$ cat src/rtl/alu_pkg.sv
// Shared ALU opcode constants, request bundle and opcode check
// for the ALU sharing arbiter.
package alu_pkg;

    localparam logic [3:0] ALU_AND = 4'b0000;
    localparam logic [3:0] ALU_OR  = 4'b0001;
    localparam logic [3:0] ALU_ADD = 4'b0010;
    localparam logic [3:0] ALU_SUB = 4'b0110;
    localparam logic [3:0] ALU_XOR = 4'b1111;
    localparam logic [3:0] ALU_SRL = 4'b1110;

    localparam int unsigned ALU_W = 32;

    typedef struct packed {
        logic [3:0]       ctrl;
        logic [ALU_W-1:0] in1;
        logic [ALU_W-1:0] in2;
    } alu_req_t;

    function automatic logic alu_op_supported(input logic [3:0] ctrl);
        logic ok;
        unique case (ctrl)
            ALU_AND, ALU_OR, ALU_ADD,
            ALU_SUB, ALU_XOR, ALU_SRL: ok = 1'b1;
            default:                   ok = 1'b0;
        endcase
        return ok;
    endfunction

endpackage

$ cat src/rtl/alu_arbiter_if.sv
// One requester port of the ALU arbiter: request handshake
// plus the 1-entry response slot handshake.
interface alu_arbiter_if #(
    parameter int WIDTH = 32
);
    logic             valid;
    logic             ready;
    logic [3:0]       ctrl;
    logic [WIDTH-1:0] in1;
    logic [WIDTH-1:0] in2;
    logic             rsp_valid;
    logic             rsp_ready;
    logic [WIDTH-1:0] rsp_data;
    logic             rsp_err;

    modport master (
        output valid, ctrl, in1, in2, rsp_ready,
        input  ready, rsp_valid, rsp_data, rsp_err
    );

    modport slave (
        input  valid, ctrl, in1, in2, rsp_ready,
        output ready, rsp_valid, rsp_data, rsp_err
    );
endinterface

$ cat src/rtl/rr_arb2.sv
// Two-way grant logic with a round-robin pointer; FAIR_MODE=0
// turns it into fixed priority with port 0 winning ties.
module rr_arb2 #(
    parameter int FAIR_MODE = 1
) (
    input  logic       clk,
    input  logic       rst_n,
    input  logic [1:0] req_i,
    output logic [1:0] gnt_o
);

    logic ptr_q;
    logic ptr_d;

    always_comb begin
        gnt_o = 2'b00;
        unique case (req_i)
            2'b01:   gnt_o = 2'b01;
            2'b10:   gnt_o = 2'b10;
            2'b11:   gnt_o = ((FAIR_MODE != 0) && ptr_q) ? 2'b10 : 2'b01;
            default: gnt_o = 2'b00;
        endcase
    end

    // Pointer favours the port that did not win last.
    always_comb begin
        ptr_d = ptr_q;
        if (gnt_o[0]) begin
            ptr_d = 1'b1;
        end else if (gnt_o[1]) begin
            ptr_d = 1'b0;
        end
    end

    always_ff @(posedge clk or negedge rst_n) begin
        if (!rst_n) begin
            ptr_q <= 1'b0;
        end else begin
            ptr_q <= ptr_d;
        end
    end

endmodule

$ cat src/rtl/alu_arbiter.sv
// Shares one integer ALU between the execute path (port 0) and
// the address/branch-target unit (port 1), 1-cycle result latency.
module alu_arbiter
    import alu_pkg::*;
#(
    parameter int WIDTH     = 32,
    parameter int FAIR_MODE = 1,
    parameter int CNT_W     = 16
) (
    input  logic             clk,
    input  logic             rst_n,
    alu_arbiter_if.slave     rq0,
    alu_arbiter_if.slave     rq1,
    output logic             alu_en,
    output logic [3:0]       alu_ctrl,
    output logic [WIDTH-1:0] alu_in1,
    output logic [WIDTH-1:0] alu_in2,
    input  logic [WIDTH-1:0] alu_out,
    input  logic             cnt_clr,
    output logic [CNT_W-1:0] gnt_cnt0,
    output logic [CNT_W-1:0] gnt_cnt1
);

    logic [1:0] valid;
    logic [1:0] rsp_rdy;
    logic [1:0] sup;
    logic [1:0] req;
    logic [1:0] gnt;

    logic [1:0]       vld_q;
    logic [1:0]       vld_d;
    logic [1:0]       err_q;
    logic [1:0]       err_d;
    logic [WIDTH-1:0] data_q [2];
    logic [WIDTH-1:0] data_d [2];
    logic [CNT_W-1:0] cnt_q  [2];
    logic [CNT_W-1:0] cnt_d  [2];

    assign valid   = {rq1.valid, rq0.valid};
    assign rsp_rdy = {rq1.rsp_ready, rq0.rsp_ready};
    assign sup[0]  = alu_op_supported(rq0.ctrl);
    assign sup[1]  = alu_op_supported(rq1.ctrl);

    // A port may issue when its slot is empty or draining now.
    always_comb begin
        for (int i = 0; i < 2; i++) begin
            req[i] = rst_n & valid[i] & (~vld_q[i] | rsp_rdy[i]);
        end
    end

    rr_arb2 #(
        .FAIR_MODE (FAIR_MODE)
    ) u_arb (
        .clk   (clk),
        .rst_n (rst_n),
        .req_i (req),
        .gnt_o (gnt)
    );

    assign rq0.ready = gnt[0];
    assign rq1.ready = gnt[1];

    always_comb begin
        alu_en   = 1'b0;
        alu_ctrl = '0;
        alu_in1  = '0;
        alu_in2  = '0;
        unique case (1'b1)
            gnt[0]: begin
                alu_en   = sup[0];
                alu_ctrl = rq0.ctrl;
                alu_in1  = rq0.in1;
                alu_in2  = rq0.in2;
            end
            gnt[1]: begin
                alu_en   = sup[1];
                alu_ctrl = rq1.ctrl;
                alu_in1  = rq1.in1;
                alu_in2  = rq1.in2;
            end
            default: ;
        endcase
    end

    always_comb begin
        for (int i = 0; i < 2; i++) begin
            vld_d[i]  = vld_q[i];
            err_d[i]  = err_q[i];
            data_d[i] = data_q[i];
            if (gnt[i]) begin
                vld_d[i]  = 1'b1;
                err_d[i]  = ~sup[i];
                data_d[i] = sup[i] ? alu_out : '0;
            end else if (vld_q[i] && rsp_rdy[i]) begin
                vld_d[i] = 1'b0;
            end
        end
    end

    always_comb begin
        for (int i = 0; i < 2; i++) begin
            cnt_d[i] = cnt_q[i];
            if (cnt_clr) begin
                cnt_d[i] = '0;
            end else if (gnt[i] && (cnt_q[i] != '1)) begin
                cnt_d[i] = cnt_q[i] + CNT_W'(1);
            end
        end
    end

    always_ff @(posedge clk or negedge rst_n) begin
        if (!rst_n) begin
            vld_q <= '0;
            err_q <= '0;
            for (int i = 0; i < 2; i++) begin
                data_q[i] <= '0;
                cnt_q[i]  <= '0;
            end
        end else begin
            vld_q <= vld_d;
            err_q <= err_d;
            for (int i = 0; i < 2; i++) begin
                data_q[i] <= data_d[i];
                cnt_q[i]  <= cnt_d[i];
            end
        end
    end

    assign rq0.rsp_valid = vld_q[0];
    assign rq1.rsp_valid = vld_q[1];
    assign rq0.rsp_err   = err_q[0];
    assign rq1.rsp_err   = err_q[1];
    assign rq0.rsp_data  = data_q[0];
    assign rq1.rsp_data  = data_q[1];
    assign gnt_cnt0      = cnt_q[0];
    assign gnt_cnt1      = cnt_q[1];

endmodule

$ cat src/flat_wrapper.sv
// flat-port wrapper written by rule: the top's interface ports become plain ports
module alu_arbiter_flat import alu_pkg::*;
#(
    parameter int WIDTH     = 32,
    parameter int FAIR_MODE = 1,
    parameter int CNT_W     = 16
)
  (clk, rst_n, alu_en, alu_ctrl, alu_in1, alu_in2, alu_out, cnt_clr, gnt_cnt0, gnt_cnt1, rq0_valid, rq0_ctrl, rq0_in1, rq0_in2, rq0_rsp_ready, rq0_ready, rq0_rsp_valid, rq0_rsp_data, rq0_rsp_err, rq1_valid, rq1_ctrl, rq1_in1, rq1_in2, rq1_rsp_ready, rq1_ready, rq1_rsp_valid, rq1_rsp_data, rq1_rsp_err);
  alu_arbiter_if #(.WIDTH(WIDTH)) rq0_i ();
  alu_arbiter_if #(.WIDTH(WIDTH)) rq1_i ();
  input  logic clk;
  input  logic rst_n;
  output logic alu_en;
  output logic [3:0] alu_ctrl;
  output logic [WIDTH-1:0] alu_in1;
  output logic [WIDTH-1:0] alu_in2;
  input  logic [WIDTH-1:0] alu_out;
  input  logic cnt_clr;
  output logic [CNT_W-1:0] gnt_cnt0;
  output logic [CNT_W-1:0] gnt_cnt1;
  input wire logic [$bits(rq0_i.valid)-1:0] rq0_valid;
  input wire logic [$bits(rq0_i.ctrl)-1:0] rq0_ctrl;
  input wire logic [$bits(rq0_i.in1)-1:0] rq0_in1;
  input wire logic [$bits(rq0_i.in2)-1:0] rq0_in2;
  input wire logic [$bits(rq0_i.rsp_ready)-1:0] rq0_rsp_ready;
  output wire logic [$bits(rq0_i.ready)-1:0] rq0_ready;
  output wire logic [$bits(rq0_i.rsp_valid)-1:0] rq0_rsp_valid;
  output wire logic [$bits(rq0_i.rsp_data)-1:0] rq0_rsp_data;
  output wire logic [$bits(rq0_i.rsp_err)-1:0] rq0_rsp_err;
  input wire logic [$bits(rq1_i.valid)-1:0] rq1_valid;
  input wire logic [$bits(rq1_i.ctrl)-1:0] rq1_ctrl;
  input wire logic [$bits(rq1_i.in1)-1:0] rq1_in1;
  input wire logic [$bits(rq1_i.in2)-1:0] rq1_in2;
  input wire logic [$bits(rq1_i.rsp_ready)-1:0] rq1_rsp_ready;
  output wire logic [$bits(rq1_i.ready)-1:0] rq1_ready;
  output wire logic [$bits(rq1_i.rsp_valid)-1:0] rq1_rsp_valid;
  output wire logic [$bits(rq1_i.rsp_data)-1:0] rq1_rsp_data;
  output wire logic [$bits(rq1_i.rsp_err)-1:0] rq1_rsp_err;
  assign rq0_i.valid = rq0_valid;
  assign rq0_i.ctrl = rq0_ctrl;
  assign rq0_i.in1 = rq0_in1;
  assign rq0_i.in2 = rq0_in2;
  assign rq0_i.rsp_ready = rq0_rsp_ready;
  assign rq0_ready = rq0_i.ready;
  assign rq0_rsp_valid = rq0_i.rsp_valid;
  assign rq0_rsp_data = rq0_i.rsp_data;
  assign rq0_rsp_err = rq0_i.rsp_err;
  assign rq1_i.valid = rq1_valid;
  assign rq1_i.ctrl = rq1_ctrl;
  assign rq1_i.in1 = rq1_in1;
  assign rq1_i.in2 = rq1_in2;
  assign rq1_i.rsp_ready = rq1_rsp_ready;
  assign rq1_ready = rq1_i.ready;
  assign rq1_rsp_valid = rq1_i.rsp_valid;
  assign rq1_rsp_data = rq1_i.rsp_data;
  assign rq1_rsp_err = rq1_i.rsp_err;
  alu_arbiter #(.WIDTH(WIDTH), .FAIR_MODE(FAIR_MODE), .CNT_W(CNT_W)) u_core (.clk(clk), .rst_n(rst_n), .rq0(rq0_i), .rq1(rq1_i), .alu_en(alu_en), .alu_ctrl(alu_ctrl), .alu_in1(alu_in1), .alu_in2(alu_in2), .alu_out(alu_out), .cnt_clr(cnt_clr), .gnt_cnt0(gnt_cnt0), .gnt_cnt1(gnt_cnt1));
endmodule
$ cat config.mk
export PLATFORM = sky130hd
export DESIGN_NAME = alu_arbiter_flat
export DESIGN_NICKNAME = d
export VERILOG_FILES = /design/src/rtl/alu_pkg.sv /design/src/rtl/alu_arbiter_if.sv /design/src/rtl/rr_arb2.sv /design/src/rtl/alu_arbiter.sv /design/src/flat_wrapper.sv
export SDC_FILE = /design/constraint.sdc
export NUM_CORES = 1
export LEC_CHECK = 0
export BUFFER_PORTS_ARGS = -buffer_cell sky130_fd_sc_hd__buf_2
export CORE_AREA = 8 8 128 130
export DETAILED_ROUTE_END_ITERATION = 6
export DIE_AREA = 0 0 136 138
export GPL_ROUTABILITY_DRIVEN = 0
export PLACE_DENSITY = 0.69
export SYNTH_ARGS = -nofsm -noshare
export SYNTH_HDL_FRONTEND = slang
export SYNTH_SLANG_ARGS = --single-unit
$ cat constraint.sdc
create_clock -name clk -period 2.3 [get_ports clk]
set_input_delay 0.23 -clock clk [delete_from_list [all_inputs] [get_ports clk]]
set_output_delay 0.23 -clock clk [all_outputs]
set_load 0.05 [all_outputs]
After elaboration in Yosys (flattened, before gate mapping)
Index checks and enable logic that the tools add are counted.
- register bits after elaboration: 101
- logic and storage cells: 69
- output and inout bits: 171
- input bits: 175
- equality and inequality tests: 15
- reductions and logical operators: 13
- bitwise logic cells: 10
- multiplexer cells: 20
- $add $sub $neg: 2
- operators with widths (kind ; number):
    $pmux W32 S2 ; 2
    $mux W16 ; 4
    $mux W32 ; 2
    $add A16 B1 Y16 const B ; 2
    $ne A16 B16 Y1 const B ; 2
    $eq A4 B4 Y1 const B ; 4
    $reduce_or A6 Y1 ; 2
    $reduce_bool A2 Y1 ; 5
    $eq A4 B1 Y1 const B ; 2
    $eq A4 B2 Y1 const B ; 2
    $eq A4 B3 Y1 const B ; 2
    $logic_not A4 Y1 ; 2
    $mux W1 ; 8
    $pmux W4 S2 ; 1
    $pmux W2 S3 ; 1
    $and A1 B1 Y1 ; 4
    $eq A2 B2 Y1 const B ; 2
    $logic_and A1 B1 Y1 ; 4
    $not A1 Y1 ; 4
    $eq A2 B1 Y1 const B ; 1
    $mux W2 ; 1
    $or A1 B1 Y1 ; 2
    $pmux W1 S2 ; 1

Longest topological paths before layout
- word-level depth: 8
- depth in mapped cells: 7
- mapped depth without buffers: 6

Modules after synthesis
From an unflattened synthesis, not the netlist that was laid out.
- cells, all modules: 512
- area total of the unflattened synthesis: 5076.1 µm²
- by module, submodules not included (module ; times used ; sequential area each (µm²) ; cells each ; area an instance (µm²)):
    alu_arbiter ; 1 ; 2502.4 ; 505 ; 5016.1
    rr_arb2 ; 1 ; 25.0 ; 7 ; 60.1

Worst setup path after synthesis
Ideal clock, no wire load.
- path type: flip-flop to output port
- from: reg u_core.vld_q[1]
- to: out alu_in2[21]
- required time: 2070 ps
- stages on the path, launching flop included: 7
- buffers on the path: 2
- path slack: -499 ps
- arrival time: 2569 ps
- cells stage by stage: dfrtp_1 nand2b_1 a211o_1 clkbuf_1 inv_2 clkbuf_1 a22o_1
- word-level cells in the longest chain between the ends: 6
- elaborated cells on any way between the ends: 8
- those cells by class: 3 x eq/ne; 2 x mux; 3 x bitwise
- ends and longest elaborated chain (item ; line ; source):
    from (decl) ; alu_arbiter.sv:30 ; logic [1:0] vld_q;
    from (signal assigned) ; alu_arbiter.sv:120 ; vld_q <= vld_d;
    $not A1 Y1 * ; alu_arbiter.sv:47 ; req[i] = rst_n & valid[i] & (~vld_q[i] | rsp_rdy[i]);
    $or A1 B1 Y1 * ; alu_arbiter.sv:47 ;
    $and A1 B1 Y1 * ; alu_arbiter.sv:47 ;
    $eq A2 B2 Y1 or $eq A2 B1 Y1 (tied branches) ; rr_arb2.sv:17 ; unique case (req_i)
    $pmux W2 S3 * ; rr_arb2.sv:17 ;
    named net rq0_ready ; flat_wrapper.sv:26 ; output wire logic [$bits(rq0_i.ready)-1:0] rq0_ready;
    $pmux W32 S2 * ; alu_arbiter.sv:68 ; unique case (1'b1)
    to (decl) ; flat_wrapper.sv:16 ; output logic [WIDTH-1:0] alu_in2;
The timed path passes the listed nets; every way through them passes the cells marked *.

Worst setup path after layout
- from: reg u_core.u_arb.ptr_q
- to: out alu_in2[19]
- word-level cells in the longest chain between the ends: 3
- ends and longest elaborated chain (item ; line ; source):
    from (decl) ; rr_arb2.sv:12 ; logic ptr_q;
    from (signal assigned) ; rr_arb2.sv:39 ; ptr_q <= ptr_d;
    $mux W2 ; rr_arb2.sv:20 ; 2'b11: gnt_o = ((FAIR_MODE != 0) && ptr_q) ? 2'b10 : 2'b01;
    $pmux W2 S3 ; rr_arb2.sv:17 ;
    $pmux W32 S2 ; alu_arbiter.sv:68 ;
No other way between the ends.

==> qor.yml <==
htree_num_levels: 3
layout_common_cells: "buf_2, a22o_1, dfrtp_1"
fp.coreArea_mm2: 0.0143
final_common_cell: "buf_2"
p_comb_frac: 0.394
finalPower_mw: 5.98
initial_utilization: 0.344
p_sw_frac: 0.421
seqPwrFrac: 0.353
period_minus_slack_ns: 2.22
cp_cell_sequence: "and2_1, a211o_4, inv_4, buf_12, a22o_1, buf_2"
crit_type: "reg2out"
wl_um: 20700
avgRoutedWirePerCell_um: 21.3
grt_pass1_wl_um: 31300
seqCellArea_mm2: 0.00253
cts_buffers: 9
cap_violations: 0
status: "completed"
arrival_ns: 1.99
ios: 346
grt_usage: 0.214
powerDensity_mw_per_mm2: 794
place.port_buffers: 345
via_per_inst: 5.23
fp.dieH_um: 138
cts_root_buf: "clkbuf_16"
seq_area_frac_synth: 0.514
clkTransAtPathRegs_ns: 0.08
crit_required_ns: 2.07
hold_viol: 0
critical_path.top_delay_family: "buffers and inverters"
p_clk_frac: 0.252
synth_cell_type_count: 39
synthTopCellsByArea: "dfrtp_1, a22o_1, xnor2_1"
tritoncts: "done"
firstDrtPassIters: 5
start_kind: "flop"
worstPathBufferInverterCount: 3
final_nets: 958
cp_slowest_stage_delay_ns: 0.40
setup_viol: 0
rsz0062_at_grt: "no"
fin_tns_setup_ns: 0
antenna_found_initial: 0
min_path_type: "in2reg"
insertion_delay_ns: 0.34
critPathMaxFanout: 27
ys_ff_latch: 101
gr-total-overflow: 0
syn_avg_cell_area_um2: 11.1
slew_viol_final: 0
cts.sinks: 101
grt_pass1_vias: 5223
clockBufferDepth: 2
initialDrtViolationCount: 345
leakagePower_nw: 3.97
power.switching_mw: 2.51
tightest_slew_ns: 0.902
endpoint_kind: "output pin"
die-area_mm2: 0.0188
internal-power_mw: 3.46
multiInputGateArea_mm2: 0.00230
fp-row-count: 44
synth_fp_nets: 619
crit_slowest_cell: "dfrtp_1"
synth.top_cell.area_share: 0.514
yosys_warnings: 0
area_delta_synth_final_pct: 53.1
finClkSkew_ns: 0.0143
fin_crit_sh: 0.965
nFillCells: 1300
yosysTopAreaCell: "dfrtp_1"
ant_nets: 0
die_x_um: 136
drcViolationCount: 0
drive_above_1_share: 0.513
peakVddDrop_mv: 0.669
syn_inst: 442
slew_headroom: 0.399
netlist_area_mm2: 0.00492
place_hpwl_um: 16200
max_freq_mhz: 451
vias: 5093
grt_start_max_net_pins: 76
-- cell families (layout without fill, tap and decap cells) --
group	Yosys count	in the layout	synth area share
xor gates and xnor gates	24	24	0.0427
buffers and inverters	39	383	0.0328
AOI/OAI and AO/OA	156	156	0.276
and+or+nand+nor	114	114	0.117
muxes	6	6	0.0132
DFF	101	101	0.514
adders and majority gates	2	2	0.00509
other	0	3	0
-- layer usage --
metal | track usage | vias up | part of all wire
li1 | - | 2378 | -
met2 | 0.331 | 227 | 0.46
met1 | 0.281 | 2471 | 0.42
met5 | 0 | - | 0
met4 | 0.0434 | 0 | 0.013
met3 | 0.0757 | 17 | 0.10
-- power groups by stage --
stage | Sequential, mW | Combinational [mW] | Clock, mW
global route | 2.14 | 2.47 | 1.62
global placement | 2.14 | 2.29 | 0
detailed placement | 2.12 | 2.31 | 0
floorplan | 2.84 | 0.863 | 0
CTS | 2.11 | 2.36 | 1.55
finish | 2.11 | 2.36 | 1.51
-- Yosys cell counts, drive strengths merged --
cell type,instances
a22o,132
dfrtp,101
nor2,39
clkbuf,31
xnor2,21
nand2,18
nand3,13
nand4,7
nor4,7
a211oi,6
and3,6
nand2b,6
a2111oi,5
buf,5
nor2b,5
mux2,4
nor3,4
a21oi,3
and4,3
inv,3
xor2,3
a31oi,2
and2,2
ha,2
mux2i,2
nor4b,2
o211ai,2
a211o,1
a31o,1
nor3b,1
o2111ai,1
o22ai,1
o311a,1
o31ai,1
or3,1
-- worst register-to-register path: stages (launching register included) --
cell and delay (ns):
dfrtp_1 0.43, ha_1 0.23, nand4_1 0.16, nor3_1 0.12, buf_4 0.16, a2111oi_0 0.61, xnor2_1 0.20, nor2_1 0.06
-- cell type report --
class	instances	share of cell area
timing repair buffer	364	0.285
clock inverter	6	0.00847
tap	184	0.0306
clock buffer	10	0.0317
antenna	3	0.000997
inverter	3	0.00216
multi-input combinational	302	0.305
sequential	101	0.336
-- registers in the layout, summed over array words and instances, names as in the netlist --
name and cells:
u_core.rq0.rsp_data 32, u_core.rq1.rsp_data 32, u_core.gnt_cnt0 16, u_core.gnt_cnt1 16, u_core.err_q 2, u_core.vld_q 2, u_core.u_arb.ptr_q 1
-- repair_timing --
item,in CTS,in global routing
cloned,1,0
endpoints found under the setup margin,69,57
gates resized for setup,38,19
pin swaps,1,0
hold buffers,2,0
setup buffers,1,0
endpoints found under the hold margin,8,0
-- stage by stage --
stage / worst slack, ns / hold slack (ns) / instances / instance area (µm²) / util
finish: 0.0807 / 0.113 / 973 / 7530 / 0.526
global placement: 0.207 / 0.0805 / 950 / 7010 / 0.490
floorplan: 0.00965 / -0.0656 / 442 / 4950 / -
CTS: 0.000214 / 0.0992 / 970 / 7470 / 0.522
global route: 0.00599 / 0.0978 / 970 / 7520 / 0.526
detailed placement: 0.134 / 0.0862 / 950 / 7010 / 0.490
-- worst paths after layout --
check                           cells after the start                                   to  slack (ns)                           startpoint
worst min register to register                      1  u_core.rq0.rsp_data[28]$_DFFE_PN0N_        0.50  u_core.rq0.rsp_data[28]$_DFFE_PN0N_
worst max register to register                      7       u_core.gnt_cnt1[5]$_DFFE_PN0P_        0.20       u_core.gnt_cnt1[0]$_DFFE_PN0P_
min in group asynchronous                           2       u_core.gnt_cnt0[3]$_DFFE_PN0P_        0.39                                rst_n
worst max-delay path                                6                          alu_in2[19]        0.08       u_core.u_arb.ptr_q$_DFFE_PN0P_
max in group asynchronous                           4          u_core.vld_q[1]$_DFFE_PN0P_        0.60                                rst_n
worst min-delay path                                2  u_core.rq1.rsp_data[23]$_DFFE_PN0P_        0.11                          alu_out[23]
No activity file was read; power rests on OpenSTA's default activity.
